**config.mk**
```make
export PLATFORM = sky130hd
export DESIGN_NAME = mem_arbiter
export DESIGN_NICKNAME = d
export VERILOG_FILES = /design/src/rtl/mem_arbiter.sv
export SDC_FILE = /design/constraint.sdc
export NUM_CORES = 1
export LEC_CHECK = 0
export ABC_AREA = 0
export BUFFER_PORTS_ARGS = -buffer_cell sky130_fd_sc_hd__buf_2
export CAP_MARGIN = 40
export CORE_UTILIZATION = 35
export CTS_CLUSTER_DIAMETER = 40
export DETAILED_ROUTE_END_ITERATION = 10
export GPL_ROUTABILITY_DRIVEN = 0
export PLACE_DENSITY_LB_ADDON = 0.2
export SLEW_MARGIN = 20
export SYNTH_ARGS = -nofsm -noshare
export SYNTH_HDL_FRONTEND = slang
export SYNTH_SLANG_ARGS = --single-unit
```
**constraint.sdc**
```tcl
create_clock -name clk -period 1.6 [get_ports clk]
set_input_delay 0.24 -clock clk [delete_from_list [all_inputs] [get_ports clk]]
set_output_delay 0.24 -clock clk [all_outputs]
set_load 0.1 [all_outputs]
```
**src/rtl/mem_arbiter.sv**
```systemverilog
// mem_arbiter: shares one single-port synchronous SRAM between the CPU bus
// and the VDP fetch port. Every access takes three states:
// IDLE (arbitrate and register the address), ACCESS (the SRAM samples it)
// and CAPTURE (read data is registered and ack is pulsed).
// Arbitration is round-robin. vdp_urgent overrides it, and a CPU
// starvation guard overrides vdp_urgent.
// Optional build macro MEM_ARB_ROM_PROTECT_EN: when it is defined, CPU
// writes at or above ROM_BASE complete normally but never assert ram_we.
module mem_arbiter #(
    parameter int                ADDR_W       = 16,
    parameter int                CPU_MAX_WAIT = 4,
    parameter logic [ADDR_W-1:0] ROM_BASE     = 16'hF800
) (
    input  logic              clk,
    input  logic              reset_n,
    input  logic              cpu_req,
    input  logic              cpu_we,
    input  logic [ADDR_W-1:0] cpu_addr,
    input  logic [7:0]        cpu_wdata,
    output logic [7:0]        cpu_rdata,
    output logic              cpu_ack,
    input  logic              vdp_req,
    input  logic              vdp_urgent,
    input  logic [ADDR_W-1:0] vdp_addr,
    output logic [7:0]        vdp_rdata,
    output logic              vdp_ack,
    output logic [ADDR_W-1:0] ram_addr,
    output logic [7:0]        ram_wdata,
    output logic              ram_we,
    input  logic [7:0]        ram_rdata
);

    typedef enum logic [1:0] {
        IDLE    = 2'd0,
        ACCESS  = 2'd1,
        CAPTURE = 2'd2
    } state_t;

    localparam logic [3:0] MAX_WAIT = 4'(CPU_MAX_WAIT);

`ifdef MEM_ARB_ROM_PROTECT_EN
    localparam logic ROM_PROTECT = 1'b1;
`else
    localparam logic ROM_PROTECT = 1'b0;
`endif

    state_t     state;
    state_t     state_next;
    logic       last_grant_vdp;
    logic [3:0] cpu_wait_ctr;
    logic       owner_vdp;
    logic       owner_write;
    logic       cpu_elig;
    logic       vdp_elig;
    logic       grant_cpu;
    logic       grant_vdp;
    logic       cpu_write_en;

    // A requester whose ack is high this cycle is still finishing its
    // previous access, so it cannot be granted again yet.
    assign cpu_elig = cpu_req & ~cpu_ack;
    assign vdp_elig = vdp_req & ~vdp_ack;

    // A protected ROM write still runs the full sequence, but without the strobe.
    assign cpu_write_en = cpu_we & ~(ROM_PROTECT & (cpu_addr >= ROM_BASE));

    // Winner selection in IDLE: sole requester, then starvation guard, then urgent, then round-robin.
    always_comb begin
        grant_cpu = 1'b0;
        grant_vdp = 1'b0;
        if (state == IDLE) begin
            if (cpu_elig && !vdp_elig) begin
                grant_cpu = 1'b1;
            end else if (vdp_elig && !cpu_elig) begin
                grant_vdp = 1'b1;
            end else if (cpu_elig && vdp_elig) begin
                if (cpu_wait_ctr >= MAX_WAIT) begin
                    grant_cpu = 1'b1;
                end else if (vdp_urgent) begin
                    grant_vdp = 1'b1;
                end else if (last_grant_vdp) begin
                    grant_cpu = 1'b1;
                end else begin
                    grant_vdp = 1'b1;
                end
            end
        end
    end

    // State register; reset aborts any access in flight.
    always_ff @(posedge clk or negedge reset_n) begin
        if (!reset_n) begin
            state <= IDLE;
        end else begin
            state <= state_next;
        end
    end

    // Next-state logic for the three-step access sequence.
    always_comb begin
        state_next = state;
        case (state)
            IDLE:    if (grant_cpu || grant_vdp) state_next = ACCESS;
            ACCESS:  state_next = CAPTURE;
            CAPTURE: state_next = IDLE;
            default: state_next = IDLE;
        endcase
    end

    // SRAM drive, ownership, fairness tracking, read-data capture and ack pulses.
    always_ff @(posedge clk or negedge reset_n) begin
        if (!reset_n) begin
            ram_addr       <= '0;
            ram_wdata      <= '0;
            ram_we         <= 1'b0;
            cpu_rdata      <= '0;
            vdp_rdata      <= '0;
            cpu_ack        <= 1'b0;
            vdp_ack        <= 1'b0;
            last_grant_vdp <= 1'b1;
            cpu_wait_ctr   <= '0;
            owner_vdp      <= 1'b0;
            owner_write    <= 1'b0;
        end else begin
            cpu_ack <= 1'b0;
            vdp_ack <= 1'b0;
            case (state)
                IDLE: begin
                    if (grant_cpu) begin
                        ram_addr       <= cpu_addr;
                        ram_wdata      <= cpu_wdata;
                        ram_we         <= cpu_write_en;
                        last_grant_vdp <= 1'b0;
                        owner_vdp      <= 1'b0;
                        owner_write    <= cpu_we;
                        cpu_wait_ctr   <= '0;
                    end else if (grant_vdp) begin
                        ram_addr       <= vdp_addr;
                        ram_wdata      <= cpu_wdata;
                        ram_we         <= 1'b0;
                        last_grant_vdp <= 1'b1;
                        owner_vdp      <= 1'b1;
                        owner_write    <= 1'b0;
                        if (cpu_elig && cpu_wait_ctr != 4'hF) begin
                            cpu_wait_ctr <= cpu_wait_ctr + 4'd1;
                        end
                    end else begin
                        ram_we <= 1'b0;
                    end
                end
                ACCESS: begin
                    ram_we <= 1'b0;
                end
                CAPTURE: begin
                    if (owner_vdp) begin
                        vdp_rdata <= ram_rdata;
                        vdp_ack   <= 1'b1;
                    end else begin
                        if (!owner_write) begin
                            cpu_rdata <= ram_rdata;
                        end
                        cpu_ack <= 1'b1;
                    end
                end
                default: begin
                    ram_we <= 1'b0;
                end
            endcase
        end
    end

endmodule

```
Word-level counts from Yosys, hierarchy flattened
Cells that the tools add are included.

storage, ports and cells
  word-level logic and storage cells = 71
  bits in registers = 52

operators by class
  reductions and logical operators = 14
  eq/ne operators = 4
  bitwise operators = 6
  multiplexer cells = 33
  add/subtract/negate cells = 1
  magnitude comparators = 1

operators with widths
  operator                                                            number
  2-to-1 mux 16 bit                                                   2
  2-to-1 mux 1 bit                                                    23
  2-to-1 mux 8 bit                                                    2
  2-to-1 mux 4 bit                                                    3
  AND reduction 3 bit                                                 2
  adder 4 x 1 -> 4 bit (second input constant)                        1
  greater-or-equal comparator 4 x 3 -> 1 bit (second input constant)  1
  logical AND 1 bit                                                   4
  != test 4 bit (second input constant)                               1
  inverter 1 bit                                                      4
  one-hot mux 2 bit (2 select lines)                                  1
  AND reduction 2 bit                                                 2
  nonzero test 2 bit                                                  2
  AND 1 bit                                                           2
  equality test 2 x 1 -> 1 bit (second input constant)                1
  equality test 2 bit (second input constant)                         1
  zero test 1 bit                                                     2
  zero test 2 bit                                                     1
  2-to-1 mux 2 bit                                                    1
  != test 2 x 1 -> 1 bit (second input constant)                      1
  one-hot mux 1 bit (2 select lines)                                  1
  logical OR 1 bit                                                    1

Logic depth before layout (Yosys ltp)
Gate-level depths: netlist (run 1).

  depth in word-level cells = 10
  mapped depth = 6
  gate-level depth less buffers = 4

Worst setup path after synthesis (run 1)
OpenSTA, ideal clock, no wires.

  path kind = register to register
  start = register vdp_ack
  end = register ram_wdata[4]
  clock period less this slack = 2.206 ns
  data arrival time = 2.078 ns
  setup time = 0.128 ns
  stages on the path, launching flop included = 7
  path buffers = 2
  setup slack = -0.606 ns
  data required time = 1.472 ns
  cells stage by stage = dfrtp_1 and2b_1 clkbuf_1 o21ai_2 inv_2 buf_6 mux2_1

on the way
  word-level cells in the longest chain between the ends = 9
  elaborated cells between the ends (all ways) = 17
  those cells by class = mux (9); bitwise (2); reduce/logical (6)

ends and longest elaborated chain
  what                           line  source
  from (decl)                    26    output logic vdp_ack,
  from (signal assigned)         119   vdp_ack <= 1'b0;
  from (signal assigned)         126   vdp_ack <= 1'b0;
  from (signal assigned)         157   vdp_ack <= 1'b1;
  inverter 1 bit *               62    assign vdp_elig = vdp_req & ~vdp_ack;
  AND 1 bit *                    62
  logical AND 1 bit              76    end else if (cpu_elig && vdp_elig) begin
  2-to-1 mux 1 bit               76
  2-to-1 mux 1 bit               74    end else if (vdp_elig && !cpu_elig) begin
  2-to-1 mux 1 bit               72    if (cpu_elig && !vdp_elig) begin
  2-to-1 mux 1 bit               71    if (state == IDLE) begin
  nonzero test 2 bit (no line)   -
  AND reduction 2 bit (no line)  -
  to (signal assigned)           131   ram_wdata <= cpu_wdata;
  to (signal assigned)           139   ram_wdata <= cpu_wdata;
  to (decl)                      28    output logic [7:0] ram_wdata,

Mark *: on every way between the ends. The rest lies on a longest branch, timed or not.
A chain may end at the register's enable or synchronous reset.

Final worst setup path (run 1)
  start = register vdp_ack
  end = register ram_addr[6]

on the way
  word-level cells in the longest chain between the ends = 9
  elaborated cells between the ends (all ways) = 17
  those cells by class = mux (9); bitwise (2); reduce/logical (6)

ends and longest elaborated chain
  what                           line  source
  inverter 1 bit *               62
  AND 1 bit *                    62
  logical AND 1 bit              76
  2-to-1 mux 1 bit               76
  2-to-1 mux 1 bit               74
  2-to-1 mux 1 bit               72
  2-to-1 mux 1 bit               71
  nonzero test 2 bit (no line)   -
  AND reduction 2 bit (no line)  -
  to (signal assigned)           130   ram_addr <= cpu_addr;
  to (signal assigned)           138   ram_addr <= vdp_addr;
  to (decl)                      27    output logic [ADDR_W-1:0] ram_addr,

Marked as above.

==> results.sh, run 1 <==
export IMPL_status="finished, violations left"
export IMPL_failed_checks="negative setup slack"
export IMPL_cts_path_max_buffers=2
export IMPL_worst_slew_margin_rel=0.674
export IMPL_path_cells="or4b_4 -> buf_6 -> o211ai_1 -> o221ai_2"
export IMPL_placement_io_buffers=96
export IMPL_maxSlewViolCount=0
export IMPL_grt_pass1_wl_um=9570
export IMPL_worst_path_largest_cell_delay_ns=0.51
export IMPL_layout_cell_area_non_filler_um2=3290
export IMPL_grt_overflow_total=0
export IMPL_finalClockSkew_ns=0.00919
export IMPL_numClockSinks=52
export IMPL_synthToLayoutAreaGrowth_pct=41.0
export IMPL_worst_setup_path_start_kind="flop"
export IMPL_synth_ff_type="dfrtp_1"
export IMPL_synth_largest_type_area_fraction=0.547
export IMPL_core_rowCount=29
export IMPL_layout_setup_ws_ns=-0.0736
export IMPL_worstPathMaxFanout=9
export IMPL_synth_top_cells_by_count="dfrtp_1 (51), o211ai_1 (32), mux2_2 (22)"
export IMPL_grt_use_total=0.170
export IMPL_fin_util=0.515
export IMPL_timing_critical_path_slowest_stage_cell="or4b_4"
export IMPL_hold_ws_ns=0.162
export IMPL_ys_top_cells_by_area="dfrtp_1 (55%), mux2_2 (11%), o211ai_1 (10%)"
export IMPL_core_area_um2=6390
export IMPL_synth_edff_count=0
export IMPL_clock_tree_from_tritoncts="done"
export IMPL_synth_most_common_cell="dfrtp_1"
export IMPL_antenna_violating_nets_post_route=0
export IMPL_synth_net_count=241
export IMPL_cp_data_arrival_time_ns=1.84
export IMPL_h_tree_depth=2
export IMPL_remaining_drc_errors=0
export IMPL_antenna_found_initial=0
export IMPL_cts_buffers=5
export IMPL_die_h_um=83.7
export IMPL_avgViaCountPerCell=5.16
export IMPL_postPlaceCellArea_um2=3050
export IMPL_fin_crit_sh=1.05
export IMPL_hold_violations=0
export IMPL_drive_gt1_frac=0.586
export IMPL_ys_warnings_count=0
export IMPL_post_route_min_period_ns=1.67
export IMPL_wirelength_um=5900
export IMPL_dpl_hpwl_um=4180
export IMPL_floorplan_die_width_um=83.7
export IMPL_die_area_um2=7000
export IMPL_first_global_vias=1950
export IMPL_post_drt_wl_per_cell_um=15.8
export IMPL_n_antenna_cell=0
export IMPL_start_util=0.365
export IMPL_grt_start_max_net_pins=24
export IMPL_netlist_cell_type_count=30
export IMPL_dr_pass1_iters=5
export IMPL_cts_clk_slew_worst_paths_ns=0.09
export IMPL_cell_type_with_the_highest_aggregate_area_in_the_netlist="dfrtp_1"
export IMPL_total_standard_cell_area_after_synthesis_um2=2330
export IMPL_detailedRoute_firstIterationViolations=54
export IMPL_ports_placed_on_the_boundary=97
export IMPL_clock_fmax_mhz=598
export IMPL_pre_cts_ws_ns=-0.0885
export IMPL_design_final_nets=351
export IMPL_worst_hold_path_type="in2reg"
export IMPL_cells_after_synthesis=186
export IMPL_maxCapViolCount=0
export IMPL_critical_path_required_ns=1.76
export IMPL_synth_seq_area_share=0.558
export IMPL_vias=1931
export IMPL_synth_seq_cells=52
export IMPL_synth_avg_cell_area_um2=12.5
export IMPL_cts_root_buf="clkbuf_8"
export IMPL_postCtsSetupBuffers=0
export IMPL_setup_worst_path_end_class="flop"
export IMPL_setup_repair_after_global_routing_missed_its_margin="true"
export IMPL_share_of_synthesized_flip_flops_with_an_asynchronous_set_or_reset=1.00
export IMPL_timing_worst_setup_path_type="reg2reg"
export IMPL_worstMarginPinSlew_ns=0.493
export IMPL_finalSetupViolCount=12
export IMPL_insertion_delay_ns=0.30
## metal layers
| layer | GRT usage | part of all wire | wire [um] | vias to the layer above |
|---|---|---|---|---|
| met5 | 0 | 0 | 0 | - |
| met4 | 0.0324 | 0.0024 | 14 | 0 |
| met3 | 0.0366 | 0.056 | 330 | 2 |
| met2 | 0.289 | 0.50 | 2970 | 62 |
| met1 | 0.225 | 0.44 | 2590 | 958 |
| li1 | - | - | - | 909 |
## cells by family after synthesis
logic type	Yosys count	synth area share
buf+inv	34	0.0686
mux	24	0.116
flops	52	0.558
fa+ha+maj	1	0.00536
compound gates	57	0.197
simple gates	18	0.0552
## layout make-up
class / count / area [um^2]
multi-input combinational: 100 / 981
fill: 587 / 3100
sequential: 52 / 1310
inverter: 20 / 77.6
clock inverter: 2 / 35.0
tap: 77 / 96.3
clock buffer: 6 / 72.6
timing repair buffer: 117 / 716
## cells in the final DEF, fill, tap and decap left out, drive strengths merged
cell type and n:
a21oi 3, a22o 2, and2 1, and2b 1, buf 115, bufinv 1
clkbuf 7, clkinv 1, dfrtp 51, dfstp 1, dlygate4sd3 1, ha 1
inv 20, mux2 24, nand2 4, nand2b 1, nor2 3, nor2b 4
nor3 1, nor4b 1, o211ai 32, o21a 1, o21ai 1, o221ai 16
o31ai 1, o41ai 1, or4b 2
## per-stage QoR
step                cells  TNS (ns)
global route          374     -1.04
finish                374    -0.205
CTS                   373    -0.357
global placement      364    -0.156
floorplan             186     -6.33
detailed placement    364    -0.569
## critical path: cells and delay by family (launching register included)
kind            cells  cell delay [ns]
compound gates      2             0.40
buf+inv             1             0.16
flops               1             0.48
simple gates        1             0.51
## flip-flops by register name, indices dropped and copies added (netlist names)
register / count
cpu_ack: 1
last_grant_vdp: 1
vdp_ack: 1
ram_wdata: 8
cpu_wait_ctr: 4
owner_write: 1
vdp_rdata: 8
ram_addr: 16
state: 2
ram_we: 1
cpu_rdata: 8
owner_vdp: 1
## final timing paths
check	from	slack (ns)	endpoint	cells after the start
setup / recovery	vdp_ack	-0.07	ram_addr[6]	4
hold / removal	cpu_wdata[4]	0.16	ram_wdata[4]	2
max in group asynchronous	reset_n	0.69	cpu_rdata[2]	3
min in group asynchronous	reset_n	0.35	ram_addr[13]	2
hold reg to reg	last_grant_vdp	0.47	last_grant_vdp	2
setup reg to reg	vdp_ack	-0.07	ram_addr[6]	4
## repair_timing
item                                    in CTS  in global routing
pin swaps                                    5                  9
hold buffers                                 1                  0
hold endpoints to repair                    10                  0
endpoints found under the setup margin      24                 25
cloned                                       0                  1
resized for setup                           11                  7
Power of run 1 is not shown: default switching activity piles up to over one toggle a cycle in this logic, so the estimate is an artifact.
==> run 2, diff against run 1 <==
--- a/config.mk
+++ b/config.mk
@@ -13,6 +13,7 @@
 export DETAILED_ROUTE_END_ITERATION = 10
 export GPL_ROUTABILITY_DRIVEN = 0
 export PLACE_DENSITY_LB_ADDON = 0.2
+export SKIP_LAST_GASP = 1
 export SLEW_MARGIN = 20
 export SYNTH_ARGS = -nofsm -noshare
 export SYNTH_HDL_FRONTEND = slang
==> constraint.sdc (replaced) <==
create_clock -name clk -period 1.5 [get_ports clk]
set_input_delay 0.225 -clock clk [delete_from_list [all_inputs] [get_ports clk]]
set_output_delay 0.225 -clock clk [all_outputs]
set_load 0.1 [all_outputs]
==> run 2 against run 1 <==
- clock-buffer cell count unchanged
- global-route usage increased by 0.36 points
- sequential share of layout area decreased by 0.23 points
- hold slack got worse by 0.011 ns
- final area increased by 0.57%
- the run still ends with negative setup slack left
- final cell count rose by 0.53%
- utilization up 0.29 points
- wire length is 0.25% higher
- largest cell class unchanged
==> results.sh, run 2 (synthesis gave the netlist of run 1 again) <==
export IMPL_setup_repair_after_global_routing_missed_its_margin="true"
export IMPL_setup_worst_path_end_class="flop"
export IMPL_grt_pass1_wl_um=9680
export IMPL_numClockSinks=52
export IMPL_floorplan_die_width_um=83.7
export IMPL_worst_path_largest_cell_delay_ns=0.51
export IMPL_maxCapViolCount=0
export IMPL_fin_crit_sh=1.09
export IMPL_ports_placed_on_the_boundary=97
export IMPL_failed_checks="negative setup slack"
export IMPL_wirelength_um=5910
export IMPL_core_rowCount=29
export IMPL_cp_buffers_inverters=1
export IMPL_grt_use_total=0.174
export IMPL_n_antenna_cell=0
export IMPL_layout_cells_most_common="buf_2"
export IMPL_antenna_violating_nets_post_route=0
export IMPL_antenna_found_initial=0
export IMPL_start_util=0.365
export IMPL_design_final_nets=353
export IMPL_cts_root_buf="clkbuf_8"
export IMPL_hold_ws_ns=0.151
export IMPL_finalClockSkew_ns=0.00607
export IMPL_post_drt_wl_per_cell_um=15.7
export IMPL_cpLargestDelayFamily="simple AND/OR/NAND/NOR gates"
export IMPL_detailedRoute_firstIterationViolations=91
export IMPL_post_layout_nonfiller_instances=376
export IMPL_timing_worst_setup_path_type="reg2reg"
export IMPL_worstMarginPinSlew_ns=0.497
export IMPL_remaining_drc_errors=0
export IMPL_core_area_um2=6390
export IMPL_hold_violations=0
export IMPL_status="finished, violations left"
export IMPL_worst_hold_path_type="in2reg"
export IMPL_worst_setup_path_start_kind="flop"
export IMPL_layout_filler_cells=585
export IMPL_path_cells="or4b_4 -> o21a_4 -> buf_12 -> o221ai_1"
export IMPL_vias=1924
export IMPL_avgViaCountPerCell=5.12
export IMPL_cts_buffers=5
export IMPL_layout_setup_ws_ns=-0.142
export IMPL_placed_cells=363
export IMPL_largest_register="ram_addr"
export IMPL_finalSetupViolCount=25
export IMPL_grt_start_max_net_pins=53
export IMPL_cp_data_arrival_time_ns=1.86
export IMPL_worstPathMaxFanout=13
export IMPL_worst_slew_margin_rel=0.671
export IMPL_clock_fmax_mhz=609
export IMPL_grt_overflow_total=0
export IMPL_layout_cells_most_common_list="buf_2 (95), dfrtp_1 (48), o211ai_1 (32)"
export IMPL_die_area_um2=7000
export IMPL_cts_clk_slew_worst_paths_ns=0.09
export IMPL_timing_critical_path_slowest_stage_cell="or4b_4"
export IMPL_insertion_delay_ns=0.30
export IMPL_synthToLayoutAreaGrowth_pct=41.8
export IMPL_dr_pass1_iters=4
export IMPL_post_route_min_period_ns=1.64
export IMPL_first_global_vias=1975
export IMPL_cts_path_max_buffers=2
export IMPL_maxSlewViolCount=0
export IMPL_largest_reg_flops=16
export IMPL_drive_gt1_frac=0.585
export IMPL_critical_path_required_ns=1.72
export IMPL_clock_tree_from_tritoncts="done"
export IMPL_die_h_um=83.7
export IMPL_placement_io_buffers=96
export IMPL_h_tree_depth=2
export IMPL_dpl_hpwl_um=3920
run 2: cell types whose count changed in the layout (fill, tap and decap cells not counted), sizes merged:
| cell | before | now |
|---|---|---|
| buf | 115 | 116 |
| clkinv | 1 | 2 |
run 2: final timing paths:
check / start / to / slack, ns / depth (start not counted)
worst max-delay path: vdp_ack / ram_addr[3] / -0.14 / 4
worst min-delay path: cpu_wdata[0] / ram_wdata[0] / 0.15 / 2
worst max register to register: vdp_ack / ram_addr[3] / -0.14 / 4
worst min register to register: last_grant_vdp / last_grant_vdp / 0.46 / 2
max in group asynchronous: reset_n / last_grant_vdp / 0.75 / 3
min in group asynchronous: reset_n / ram_addr[2] / 0.44 / 3
run 2: final cells by class:
cell class | instances | area, um^2 | share of cell area
repair buffers | 118 | 711 | 0.215
clock inverters | 2 | 35.0 | 0.0106
clock buffers | 6 | 72.6 | 0.0219
repair inverters | 1 | 11.3 | 0.00340
inverters | 20 | 80.1 | 0.0242
multi-input cells | 100 | 991 | 0.300
flip-flops and latches | 52 | 1310 | 0.396
well taps | 77 | 96.3 | 0.0291
run 2: per-stage QoR:
| step | cell area (um^2) | util | worst slack [ns] | setup TNS [ns] |
|---|---|---|---|---|
| final | 3310 | 0.518 | -0.142 | -2.18 |
| after global routing | 3310 | 0.518 | -0.184 | -3.83 |
| after CTS | 3220 | 0.505 | -0.164 | -3.11 |
| after detailed placement | 3030 | 0.475 | -0.157 | -2.95 |
| after global placement | 3030 | 0.475 | -0.129 | -2.51 |
| after floorplan | 2390 | - | -0.410 | -9.34 |
run 2: metal layers:
metal,up-vias,part of all wire,global-route usage,wire (um)
li1,913,-,-,-
met4,0,0.0071,0.0370,42
met5,-,0,0,0
met1,951,0.43,0.223,2520
met3,4,0.048,0.0504,286
met2,56,0.52,0.291,3060
run 2: repair_timing:
item / in CTS / in global routing
endpoints found under the setup margin: 30 / 40
buffers inserted: 1 / 2
gates cloned: 1 / 0
gates resized for setup: 14 / 17
hold buffers: 1 / 0
pin swaps: 3 / 7
endpoints found under the hold margin: 51 / 0
Power of run 2 is left out for the same reason.
==> run 3, diff against run 2 <==
--- a/config.mk
+++ b/config.mk
@@ -8,10 +8,12 @@
 export ABC_AREA = 0
 export BUFFER_PORTS_ARGS = -buffer_cell sky130_fd_sc_hd__buf_2
 export CAP_MARGIN = 40
+export CORE_MARGIN = 2
 export CORE_UTILIZATION = 35
 export CTS_CLUSTER_DIAMETER = 40
 export DETAILED_ROUTE_END_ITERATION = 10
 export GPL_ROUTABILITY_DRIVEN = 0
+export GPL_TIMING_DRIVEN = 0
 export PLACE_DENSITY_LB_ADDON = 0.2
 export SKIP_LAST_GASP = 1
 export SLEW_MARGIN = 20
==> run 3 against run 2 <==
- the flow still finishes with violations (negative setup slack)
- clock-buffer cell count unchanged
- first-iteration DRC count is 43% lower
- hold slack worse by 0.0075 ns
- register-to-register slack got worse by 0.099 ns
- via count grew 1.8%
- sequential share of layout area hardly changed
- worst setup slack lost 0.099 ns
- clock skew shrank 0.0026 ns
- critical path type unchanged
- highest routed layer unchanged
==> results.sh, run 3 (synthesis gave the netlist of run 1 again) <==
export IMPL_post_route_min_period_ns=1.74
export IMPL_placed_cells=359
export IMPL_first_global_vias=1983
export IMPL_setup_worst_path_end_class="flop"
export IMPL_cts_clk_slew_worst_paths_ns=0.09
export IMPL_worst_hold_path_type="in2reg"
export IMPL_maxCapViolCount=0
export IMPL_numClockSinks=52
export IMPL_status="finished, violations left"
export IMPL_n_antenna_cell=0
export IMPL_worst_slew_margin_rel=0.551
export IMPL_worstPathMaxFanout=10
export IMPL_ports_placed_on_the_boundary=97
export IMPL_dpl_hpwl_um=4160
export IMPL_critical_path_required_ns=1.70
export IMPL_cp_data_arrival_time_ns=1.94
export IMPL_grt_use_total=0.170
export IMPL_grt_overflow_total=0
export IMPL_vias=1958
export IMPL_synthToLayoutAreaGrowth_pct=41.9
export IMPL_hold_violations=0
export IMPL_avgViaCountPerCell=5.15
export IMPL_fin_crit_sh=1.16
export IMPL_design_final_nets=357
export IMPL_core_area_um2=6390
export IMPL_cts_path_max_buffers=2
export IMPL_setup_repair_after_global_routing_missed_its_margin="true"
export IMPL_antenna_violating_nets_post_route=0
export IMPL_antenna_found_initial=0
export IMPL_pre_cts_ws_ns=-0.489
export IMPL_largest_reg_flops=16
export IMPL_wirelength_um=6130
export IMPL_layout_filler_cells=599
export IMPL_post_drt_wl_per_cell_um=16.1
export IMPL_fin_util=0.518
export IMPL_layout_setup_ws_ns=-0.242
export IMPL_dr_pass1_iters=4
export IMPL_cts_root_buf="clkbuf_8"
export IMPL_clock_tree_from_tritoncts="done"
export IMPL_drive_gt1_frac=0.571
export IMPL_detailedRoute_firstIterationViolations=52
export IMPL_placement_io_buffers=96
export IMPL_timing_worst_setup_path_type="reg2reg"
export IMPL_worstMarginPinSlew_ns=0.673
export IMPL_remaining_drc_errors=0
export IMPL_cts_buffers=5
export IMPL_insertion_delay_ns=0.30
export IMPL_layout_cells_most_common_list="buf_2 (96), dfrtp_1 (47), o211ai_1 (32)"
export IMPL_failed_checks="negative setup slack"
export IMPL_floorplan_die_width_um=85.7
export IMPL_start_util=0.365
export IMPL_post_layout_nonfiller_instances=380
export IMPL_finalClockSkew_ns=0.00349
export IMPL_finalSetupViolCount=24
export IMPL_grt_start_max_net_pins=53
export IMPL_die_h_um=85.7
export IMPL_die_area_um2=7340
export IMPL_core_rowCount=29
export IMPL_layout_cells_most_common="buf_2"
export IMPL_grt_pass1_wl_um=9850
export IMPL_largest_register="ram_addr"
export IMPL_maxSlewViolCount=0
export IMPL_worst_setup_path_start_kind="flop"
export IMPL_h_tree_depth=2
export IMPL_clock_fmax_mhz=574
## run 3: cell types whose count changed in the layout (fill, tap and decap cells not counted), sizes merged
cell	change
clkinv	-1
clkbuf	+5
## run 3: stage by stage
step / hold WS, ns / cell area (um^2) / setup TNS [ns]
after floorplan: -0.0706 / 2390 / -9.34
after global placement: 0.446 / 2960 / -11.11
after detailed placement: 0.311 / 2970 / -11.70
after CTS: 0.133 / 3220 / -4.51
after global routing: 0.136 / 3310 / -5.81
final: 0.143 / 3310 / -3.71
## run 3: final timing paths
| check | cells past startpoint | startpoint | to | slack (ns) |
|---|---|---|---|---|
| min in group asynchronous | 2 | reset_n | ram_addr[3] | 0.50 |
| min reg2reg | 2 | last_grant_vdp | last_grant_vdp | 0.47 |
| max | 4 | vdp_ack | ram_we | -0.24 |
| max in group asynchronous | 2 | reset_n | cpu_ack | 0.49 |
| max reg2reg | 4 | vdp_ack | ram_we | -0.24 |
| min | 2 | cpu_wdata[5] | ram_wdata[5] | 0.14 |
## run 3: routing by layer
metal	GRT usage	wire, um	share of wire
met4	0.0433	57	0.0093
met2	0.282	2950	0.48
met3	0.0433	385	0.063
met1	0.224	2740	0.45
met5	0	0	0
## run 3: worst max-delay path, stage by stage (launching register included)
cell and delay (ns):
dfrtp_4 0.48, or4b_4 0.59, o21a_4 0.24, buf_8 0.14, a22o_1 0.18
## run 3: what timing repair did
item	in CTS	in global routing
hold buffers	1	0
setup endpoints to repair	48	47
resized for setup	15	23
pin swaps	8	8
setup buffers	12	1
cloned	0	1
endpoints found under the hold margin	51	0
## run 3: layout make-up
type | instances | area (um^2) | area share
plain buffers | 12 | 97.6 | 0.0295
clock buffers | 6 | 72.6 | 0.0219
clock inverters | 2 | 35.0 | 0.0106
inverters | 20 | 77.6 | 0.0234
multi-input cells | 100 | 1000 | 0.302
flip-flops and latches | 52 | 1310 | 0.396
well taps | 77 | 96.3 | 0.0291
repair buffers | 111 | 619 | 0.187
Power of run 3 is left out for the same reason.
